==> config.mk <==
export PLATFORM = sky130hd
export DESIGN_NAME = reg_wr_arbiter_flat
export DESIGN_NICKNAME = d
export VERILOG_FILES = /design/src/rtl/reg_wr_arbiter_pkg.sv /design/src/rtl/reg_wr_arbiter_if.sv /design/src/rtl/reg_wr_arbiter_rr_arbiter.sv /design/src/rtl/reg_wr_arbiter.sv /design/src/flat_wrapper.sv
export SDC_FILE = /design/constraint.sdc
export NUM_CORES = 1
export LEC_CHECK = 0
export CORE_AREA = 3 3 82 84
export CTS_BUF_LIST = sky130_fd_sc_hd__clkbuf_4 sky130_fd_sc_hd__clkbuf_8
export CTS_CLUSTER_SIZE = 12
export DETAILED_ROUTE_END_ITERATION = 8
export DIE_AREA = 0 0 85 87
export PLACE_DENSITY = 0.59
export SLEW_MARGIN = 0
export SYNTH_ARGS = -nofsm -noshare
export SYNTH_HDL_FRONTEND = slang
export SYNTH_SLANG_ARGS = --single-unit
export TNS_END_PERCENT = 30
==> constraint.sdc <==
create_clock -name clk -period 5.05 [get_ports clk]
set_clock_uncertainty 0.1 [all_clocks]
set_input_delay 1.2625 -clock clk [delete_from_list [all_inputs] [get_ports clk]]
set_output_delay 1.2625 -clock clk [all_outputs]
set_load 0.02 [all_outputs]
==> src/rtl/reg_wr_arbiter_pkg.sv <==
// Shared types and sizing helpers for the register-bank write arbiter.
package reg_wr_pkg;

  typedef enum logic {
    ST_IDLE  = 1'b0,
    ST_WRITE = 1'b1
  } state_t;

  localparam int DEF_NUM_REQ = 4;
  localparam int DEF_NUM_REG = 4;
  localparam int DEF_ADDR_W  = 2;
  localparam int DEF_DATA_W  = 8;

  // Ceiling log2, never below 1 so a 2-requester pointer still has a bit.
  function automatic int log2(input int n);
    int w;
    w = 1;
    while ((1 << w) < n) w++;
    return w;
  endfunction

endpackage

==> src/rtl/reg_wr_arbiter_if.sv <==
// Requester-side and register-bank-side signals of the write arbiter.
interface reg_wr_arbiter_if
  import reg_wr_pkg::*;
#(
  parameter int NUM_REQ = DEF_NUM_REQ,
  parameter int NUM_REG = DEF_NUM_REG,
  parameter int ADDR_W  = DEF_ADDR_W,
  parameter int DATA_W  = DEF_DATA_W
);

  logic [NUM_REQ-1:0]        req_i;
  logic [NUM_REQ*ADDR_W-1:0] addr_i;
  logic [NUM_REQ*DATA_W-1:0] data_i;
  logic [NUM_REQ-1:0]        gnt_o;
  logic [NUM_REG-1:0]        reg_en_o;
  logic [DATA_W-1:0]         reg_d_o;
  logic                      err_o;
  logic                      busy_o;

  // The master side is the requesters plus the register bank they feed.
  modport master (
    output req_i, addr_i, data_i,
    input  gnt_o, reg_en_o, reg_d_o, err_o, busy_o
  );

  modport slave (
    input  req_i, addr_i, data_i,
    output gnt_o, reg_en_o, reg_d_o, err_o, busy_o
  );

endinterface

==> src/rtl/reg_wr_arbiter_rr_arbiter.sv <==
// Combinational round-robin pick: first set request at or after ptr, wrapping.
module rr_arbiter #(
  parameter int NUM_REQ = 4,
  parameter int PTR_W   = 2
) (
  input  logic [NUM_REQ-1:0] req,
  input  logic [PTR_W-1:0]   ptr,
  output logic [NUM_REQ-1:0] gnt,
  output logic [PTR_W-1:0]   gnt_idx,
  output logic               vld
);

  logic [NUM_REQ-1:0] rot;
  logic [NUM_REQ-1:0] cur;
  logic [PTR_W-1:0]   off;
  int                 sum;

  always_comb begin
    // Rotate so bit 0 is the requester at ptr, then find the lowest set bit.
    rot = NUM_REQ'({req, req} >> ptr);
    cur = rot;
    off = '0;
    vld = 1'b0;
    for (int i = 0; i < NUM_REQ; i++) begin
      if (!vld && cur[0]) begin
        vld = 1'b1;
        off = PTR_W'(i);
      end
      cur = cur >> 1;
    end

    sum = int'(ptr) + int'(off);
    if (sum >= NUM_REQ) sum = sum - NUM_REQ;
    gnt_idx = vld ? PTR_W'(sum) : '0;
    gnt     = vld ? (NUM_REQ'(1) << gnt_idx) : '0;
  end

endmodule

==> src/rtl/reg_wr_arbiter.sv <==
// Round-robin write controller sharing one D bus and per-register enables.
module reg_wr_arbiter
  import reg_wr_pkg::*;
#(
  parameter int NUM_REQ = DEF_NUM_REQ,
  parameter int NUM_REG = DEF_NUM_REG,
  parameter int ADDR_W  = DEF_ADDR_W,
  parameter int DATA_W  = DEF_DATA_W
) (
  input  logic             clk,
  input  logic             rst,
  reg_wr_arbiter_if.slave  bus
);

  localparam int PTR_W = log2(NUM_REQ);

  state_t             state_q;
  state_t             state_d;
  logic [PTR_W-1:0]   rr_ptr_q;
  logic [PTR_W-1:0]   nxt_ptr_q;
  logic [NUM_REQ-1:0] gnt_q;
  logic [ADDR_W-1:0]  addr_q;
  logic [DATA_W-1:0]  data_q;

  logic [NUM_REQ-1:0] arb_gnt;
  logic [PTR_W-1:0]   arb_idx;
  logic               arb_vld;
  logic [ADDR_W-1:0]  sel_addr;
  logic [DATA_W-1:0]  sel_data;
  logic [PTR_W-1:0]   sel_nxt_ptr;
  logic               addr_ok;

  rr_arbiter #(
    .NUM_REQ (NUM_REQ),
    .PTR_W   (PTR_W)
  ) u_rr_arbiter (
    .req     (bus.req_i),
    .ptr     (rr_ptr_q),
    .gnt     (arb_gnt),
    .gnt_idx (arb_idx),
    .vld     (arb_vld)
  );

  // Winner's address/data slices and the pointer value that follows it.
  always_comb begin
    sel_addr    = ADDR_W'(bus.addr_i >> (int'(arb_idx) * ADDR_W));
    sel_data    = DATA_W'(bus.data_i >> (int'(arb_idx) * DATA_W));
    sel_nxt_ptr = (arb_idx == PTR_W'(NUM_REQ - 1)) ? '0 : arb_idx + PTR_W'(1);
  end

  assign addr_ok = int'(addr_q) < NUM_REG;

  always_ff @(posedge clk or posedge rst) begin
    if (rst) state_q <= ST_IDLE;
    else     state_q <= state_d;
  end

  // Transaction capture in IDLE; pointer advances as WRITE completes.
  always_ff @(posedge clk or posedge rst) begin
    if (rst) begin
      rr_ptr_q  <= '0;
      nxt_ptr_q <= '0;
      gnt_q     <= '0;
      addr_q    <= '0;
      data_q    <= '0;
    end else begin
      if (state_q == ST_IDLE && arb_vld) begin
        gnt_q     <= arb_gnt;
        addr_q    <= sel_addr;
        data_q    <= sel_data;
        nxt_ptr_q <= sel_nxt_ptr;
      end
      if (state_q == ST_WRITE) rr_ptr_q <= nxt_ptr_q;
    end
  end

  // Outputs decode only from registered state, so reset clears them at once.
  always_comb begin
    state_d      = state_q;
    bus.gnt_o    = '0;
    bus.reg_en_o = '0;
    bus.reg_d_o  = '0;
    bus.err_o    = 1'b0;
    bus.busy_o   = 1'b0;
    unique case (state_q)
      ST_IDLE: begin
        if (arb_vld) state_d = ST_WRITE;
      end
      ST_WRITE: begin
        state_d     = ST_IDLE;
        bus.gnt_o   = gnt_q;
        bus.busy_o  = 1'b1;
        bus.reg_d_o = data_q;
        if (addr_ok) bus.reg_en_o = NUM_REG'(1) << addr_q;
        else         bus.err_o    = 1'b1;
      end
      default: state_d = ST_IDLE;
    endcase
  end

endmodule

==> src/flat_wrapper.sv <==
// flat-port wrapper written by rule: the top's interface ports become plain ports
module reg_wr_arbiter_flat import reg_wr_pkg::*;
#(
  parameter int NUM_REQ = DEF_NUM_REQ,
  parameter int NUM_REG = DEF_NUM_REG,
  parameter int ADDR_W  = DEF_ADDR_W,
  parameter int DATA_W  = DEF_DATA_W
)
  (clk, rst, bus_req_i, bus_addr_i, bus_data_i, bus_gnt_o, bus_reg_en_o, bus_reg_d_o, bus_err_o, bus_busy_o);
  reg_wr_arbiter_if #(.NUM_REQ(NUM_REQ), .NUM_REG(NUM_REG), .ADDR_W(ADDR_W), .DATA_W(DATA_W)) bus_i ();
  input  logic clk;
  input  logic rst;
  input wire logic [$bits(bus_i.req_i)-1:0] bus_req_i;
  input wire logic [$bits(bus_i.addr_i)-1:0] bus_addr_i;
  input wire logic [$bits(bus_i.data_i)-1:0] bus_data_i;
  output wire logic [$bits(bus_i.gnt_o)-1:0] bus_gnt_o;
  output wire logic [$bits(bus_i.reg_en_o)-1:0] bus_reg_en_o;
  output wire logic [$bits(bus_i.reg_d_o)-1:0] bus_reg_d_o;
  output wire logic [$bits(bus_i.err_o)-1:0] bus_err_o;
  output wire logic [$bits(bus_i.busy_o)-1:0] bus_busy_o;
  assign bus_i.req_i = bus_req_i;
  assign bus_i.addr_i = bus_addr_i;
  assign bus_i.data_i = bus_data_i;
  assign bus_gnt_o = bus_i.gnt_o;
  assign bus_reg_en_o = bus_i.reg_en_o;
  assign bus_reg_d_o = bus_i.reg_d_o;
  assign bus_err_o = bus_i.err_o;
  assign bus_busy_o = bus_i.busy_o;
  reg_wr_arbiter #(.NUM_REQ(NUM_REQ), .NUM_REG(NUM_REG), .ADDR_W(ADDR_W), .DATA_W(DATA_W)) u_core (.clk(clk), .rst(rst), .bus(bus_i));
endmodule
==> results of run 1 <==
[power breakdown]
group | internal [W] | total [W] | switching [W]
Combinational | 0.000374 | 0.000753 | 0.000378
Clock | 0.0000548 | 0.000107 | 0.0000519
Sequential | 0.000224 | 0.000303 | 0.0000788
[critical path: stages]
cell             delay, ns
clkdlybuf4s50_1       0.61
nor2_1                0.09
a221oi_1              0.31
o211ai_1              0.12
ha_1                  0.66
nor4b_1               0.12
mux2_4                0.39
a22oi_2               0.15
o211ai_1              0.11
[final cells by class]
class                           count  area (µm²)
Clock inverter                      1        5.00
Timing Repair Buffer               63         628
Fill cell                         628        3770
Sequential cell                    19         475
Clock buffer                        3        41.3
Multi-Input combinational cell    122         906
Tap cell                           75        93.8
Inverter                           18        67.6
[per-stage QoR]
step | util, % | std cells | worst slack, ns | hold WS [ns]
6_report | 37.0 | 301 | 1.24 | 0.377
5_1_grt | 37.0 | 301 | 1.03 | 0.407
4_1_cts | 37.0 | 301 | 1.25 | 0.381
3_5_place_dp | 36.2 | 297 | 1.00 | 0.361
3_3_place_gp | 36.2 | 297 | 1.04 | 0.358
2_1_floorplan | - | 171 | 1.72 | 0.338
[layer usage]
metal	GRT usage (%)	wire length [µm]	vias up
met3	3.50	317	2
met4	4.32	41	0
li1	-	-	712
met2	20.9	2040	41
met5	0	0	-
met1	12.7	1800	640
[state kept, by name, summed over array words and instances, names as in the netlist]
register and flops:
u_core.addr_q 2, u_core.data_q 8, u_core.gnt_q 4, u_core.nxt_ptr_q 2
u_core.rr_ptr_q 2, u_core.state_q 1
[layout by cell type (no fill, tap or decap), drive strengths merged]
cell type	instances
nor4b	1
and3	1
o311a	1
nor3b	1
xor2	1
conb	1
mux4	1
o211ai	14
nor3	1
or2	5
clkinv	1
mux2	13
a32o	1
a31o	1
o2111ai	2
nor2b	3
clkbuf	3
dfrtp	19
a221oi	1
nand2	20
nor4	2
buf	1
or3	1
clkdlybuf4s50	62
nand2b	1
inv	18
or4	1
nand3	12
and2	12
nor2	6
ha	5
a22oi	10
a21oi	2
a32oi	2
[kinds of logic after synthesis]
family / share of synthesized area, %
adders and majority gates: 4.13
and+or+nand+nor: 22.8
xor gates and xnor gates: 0.578
AOI/OAI and AO/OA: 20.6
buffers and inverters: 8.91
muxes: 11.4
DFF: 31.4
other: 0.247
[worst max path at each step]
stage,from,end,slack [ns],depth (start not counted)
6_report,bus_req_i[0],u_core.addr_q[1]$_DFFE_PP0P_,1.24,9
5_1_grt,bus_req_i[0],u_core.data_q[5]$_DFFE_PP0P_,1.03,8
4_1_cts,bus_req_i[0],u_core.addr_q[1]$_DFFE_PP0P_,1.25,9
3_5_place_dp,bus_req_i[0],u_core.data_q[5]$_DFFE_PP0P_,1.0,9
3_3_place_gp,bus_req_i[0],u_core.data_q[1]$_DFFE_PP0P_,1.04,9
2_1_floorplan,bus_req_i[0],u_core.gnt_q[0]$_DFFE_PP0P_,1.72,10
==> results.md, run 1 <==
- Drc violations: 0
- Layout cells sized above 1: 14.6%
- Rel. slew slack: 47.4%
- Drt via density: 4.63
- Synth area leader: dfrtp_1
- Mapped Area: 1520 µm²
- Asr flop ratio synth: 100%
- Most common cell in the netlist: nand2_1
- Total grt overflow: 0
- Data arrival, critical path: 3.84 ns
- Synth area leaders: dfrtp_1, mux2_2, a22oi_2, o211ai_1, and2_1
- Initial Utilization: 25.3%
- Via count: 1395
- Seq/Total Area, Yosys: 31.4%
- Reg-to-reg startpoint: u_core.rr_ptr_q[0]$_DFFE_PP0P_
- DPL Wire Length: 3110 µm
- CTS sink cnt: 19
- Vias in the first global route: 1475
- CP required: 5.08 ns
- Final Instance Area: 2220 µm²
- Max-cap violations: 0
- Slew Viols, Final: 0
- EDFF count, synth: 0
- WHS Endpoint: u_core.gnt_q[0]$_DFFE_PP0P_
- HP Class: reg2reg
- Htree depth: 1
- Diodes inserted: 0
- Setup total negative slack: 0 ns
- Core ar.: 5990 µm²
- First-pass GRT wire length: 6900 µm
- Yosys top cell area share: 31.4%
- CP endpoint kind: flop
- Area after DPL: 2170 µm²
- Crit path launch type: primary input
- Final Hold Vio Count: 0
- Final period utilization: 75.5%
- Total track usage: 11.5%
- First-pass detailed-route iteration total: 4
- Avg WL per Cell: 13.9 µm
- HP Start: u_core.gnt_q[0]$_DFFE_PP0P_
- DRT Wirelength: 4190 µm
- DRT iter0 DRCs: 72
- Antenna violations before repair: 0
- Cts hold-fix bufs: 0
- Clk_lat worst skew: 0.25 ns
- Commonest cells in the netlist: nand2_1, dfrtp_1, inv_1, o211ai_1
- Power Total: 0.00116 W
- Worst R2R End: u_core.addr_q[1]$_DFFE_PP0P_
- Mapped Cells: 171
- Syn_area_per_cell: 8.87 µm²
- Syn_nets: 222
- I/O Buffers: 62
- CTS clk-pin slew, worst paths: 0.07 ns
- IO Pins: 64
- WHS Path Cells: 2
- CTS Root Cell: clkbuf_8
- Worst Tran Pin Value: 0.787 ns
- Final setup viols: 0
- Die Span Y: 87 µm
- Crit-path max FO: 15
- Cts repair resizes: 0
- Fin nets: 278
- Seq cells post-synth: 19
- Reg2Reg Setup Slack: 2.20 ns
- Synth cell types: 37
- LEAKAGE: 0.900 nW
- Maximum vdd ir drop: 0.246 mV
- Largest net degree at the start of global routing: 21
- Status: finished clean
- CTS tree: done
- Min Tclk post-route: 3.81 ns
- Area of the die: 7400 µm²
- Antenna viol nets, final: 0
- Clock Path Buffers: 2
- Fmax: 262 MHz
- Number of buffers created by CTS: 3
- Yosys warnings: 0
- Num rows: 28
- RSZ-0062 raised after global routing: no
- R2r worst-path depth: 8
- PD cells: 524 nW/µm²
- Main synth FF type: dfrtp_1
- Type of the worst setup path: in2reg
- GP Congestion: 0.816
- Post-CTS setup buffer count: 0
- Die width: 85 µm
- P&R area growth vs syn: 46.2%
(Power assumes the default switching activity.)
==> run 2, diff against run 1 <==
PLACE_DENSITY = 0.61   (was 0.59)
clock period = 3.1 ns   (was 5.05 ns; I/O delays follow)
==> results.md, run 2 (same netlist as run 1, synthesis figures left out) <==
- Status: finished clean
- Data arrival, critical path: 3.01 ns
- Max incr delay on CP: 0.48 ns
- LEAKAGE: 1.04 nW
- First-pass detailed-route iteration total: 4
- Die width: 85 µm
- Clk_lat worst skew: 0.25 ns
- Maximum vdd ir drop: 0.353 mV
- Drt via density: 4.71
- HP Start: u_core.gnt_q[2]$_DFFE_PP0P_
- Vias in the first global route: 1476
- DRT iter0 DRCs: 71
- Die Span Y: 87 µm
- Placed instance count: 314
- Worst R2R End: u_core.data_q[2]$_DFFE_PP0P_
- Worst Tran Pin Value: 0.768 ns
- Cts hold-fix bufs: 0
- Non-filler instance count after layout: 321
- Htree depth: 1
- CTS tree: done
- P&R area growth vs syn: 60.5%
- PD cells: 889 nW/µm²
- Number of buffers created by CTS: 3
- CP required: 3.18 ns
- Total track usage: 11.6%
- Final Hold Vio Count: 0
- Antenna viol nets, final: 0
- Commonest non-fill, non-tap cells in the layout: clkdlybuf4s50_1, nand2_1, buf_4
- WHS Endpoint: u_core.gnt_q[2]$_DFFE_PP0P_
- Combinational Power Share: 68.6%
- Layout cells sized above 1: 24.0%
- Largest reg by FF count: u_core.data_q
- Crit path launch type: primary input
- CP max-delay cell: or4_1
- Regs by FF count: u_core.data_q (8), u_core.gnt_q (4)
- Clock power share: 8.5%
- Area of the die: 7400 µm²
- RSZ-0062 raised after global routing: no
- DRT Wirelength: 4370 µm
- IO Pins: 64
- Worst-path cell chain: clkdlybuf4s50_1 -> or4_1 -> o211ai_1 -> ha_2 -> xor2_4 -> nor4b_4 -> mux2_4 -> a22oi_2 -> o211ai_1
- Clock Path Buffers: 2
- Fmax: 341 MHz
- WHS Path Cells: 2
- Rel. slew slack: 48.7%
- CTS sink cnt: 19
- Reg-to-reg startpoint: u_core.rr_ptr_q[0]$_DFFE_PP0P_
- Commonest non-fill, non-tap cell in the layout: clkdlybuf4s50_1
- Antenna violations before repair: 0
- Largest net degree at the start of global routing: 20
- Switching portion of total power: 42.3%
- Type of the worst setup path: in2reg
- First-pass GRT wire length: 6980 µm
- Max FFs per register: 8
- Diodes inserted: 0
- Crit-path max FO: 5
- Core ar.: 5990 µm²
- Final period utilization: 94.6%
- Cell-internal power: 0.00125 W
- Min Tclk post-route: 2.93 ns
- HP Class: reg2reg
- Num rows: 28
- Avg WL per Cell: 13.6 µm
- Max-cap violations: 0
- Net Switching: 0.000915 W
- Final setup viols: 0
- R2r worst-path depth: 8
- GP Congestion: 0.804
- CTS clk-pin slew, worst paths: 0.07 ns
- Initial Utilization: 25.3%
- Slew Viols, Final: 0
- Total grt overflow: 0
- Via count: 1513
- DPL Wire Length: 3290 µm
- Fin nets: 298
- I/O Buffers: 62
- Most common cell on crit path: o211ai_1
- Seq pwr share: 22.9%
- Final Util: 40.6%
- Reg2Reg Setup Slack: 0.46 ns
- CTS Root Cell: clkbuf_8
- CP endpoint kind: flop
- Drc violations: 0
## run 2: power groups by stage
| stage | combinational (W) | clock (W) | sequential (W) |
|---|---|---|---|
| 2_1_floorplan | 0.000934 | 0 | 0.000436 |
| 3_3_place_gp | 0.00134 | 0 | 0.000487 |
| 3_5_place_dp | 0.00135 | 0 | 0.000491 |
| 4_1_cts | 0.00143 | 0.000189 | 0.000491 |
| 5_1_grt | 0.00162 | 0.000200 | 0.000517 |
| 6_report | 0.00149 | 0.000183 | 0.000496 |
## run 2: critical path: cells and delay by family
family,cells,cell delay [ns]
mux,1,0.27
buf+inv,1,0.44
compound gates,3,0.26
fa+ha+maj,1,0.29
xor+xnor,1,0.21
simple gates,2,0.75
## run 2: metrics by stage
step	cell area [µm²]	worst slack [ns]	TNS [ns]	hold slack, ns	total power [W]
2_1_floorplan	1520	0.258	0	0.338	0.00137
3_3_place_gp	2300	-0.222	-2.79	0.361	0.00183
3_5_place_dp	2300	-0.316	-3.67	0.364	0.00185
4_1_cts	2390	0.0163	0	0.380	0.00211
5_1_grt	2430	0.0408	0	0.403	0.00234
6_report	2430	0.167	0	0.376	0.00216
## run 2: timing repair
item / in CTS / in global routing
gates cloned: 1 / 0
setup endpoints to repair: 10 / 14
resized for setup: 5 / 7
buffers inserted: 0 / 2
pin swaps: 0 / 2
hold endpoints to repair: 0 / 0
## run 2: worst max-delay path by stage
stage,startpoint,end,slack (ns)
4_1_cts,bus_req_i[0],u_core.gnt_q[0]$_DFFE_PP0P_,0.02
6_report,bus_req_i[2],u_core.data_q[2]$_DFFE_PP0P_,0.17
2_1_floorplan,bus_req_i[0],u_core.gnt_q[0]$_DFFE_PP0P_,0.26
3_5_place_dp,bus_req_i[0],u_core.data_q[2]$_DFFE_PP0P_,-0.32
3_3_place_gp,bus_req_i[0],u_core.data_q[4]$_DFFE_PP0P_,-0.22
5_1_grt,bus_req_i[2],u_core.data_q[5]$_DFFE_PP0P_,0.04
## run 2: final cells by class
class,instances,area (µm²)
sequential,19,475
inverter,18,67.6
tap,75,93.8
multi-input combinational,123,970
clock buffer,4,48.8
fill,592,3560
timing repair buffer,82,778
## run 2: layer usage
metal  GRT usage [%]  share of wire (%)
met5               0                  0
met4            2.73               0.30
met3            4.07                8.6
met2            19.4                 48
met1            14.5                 43
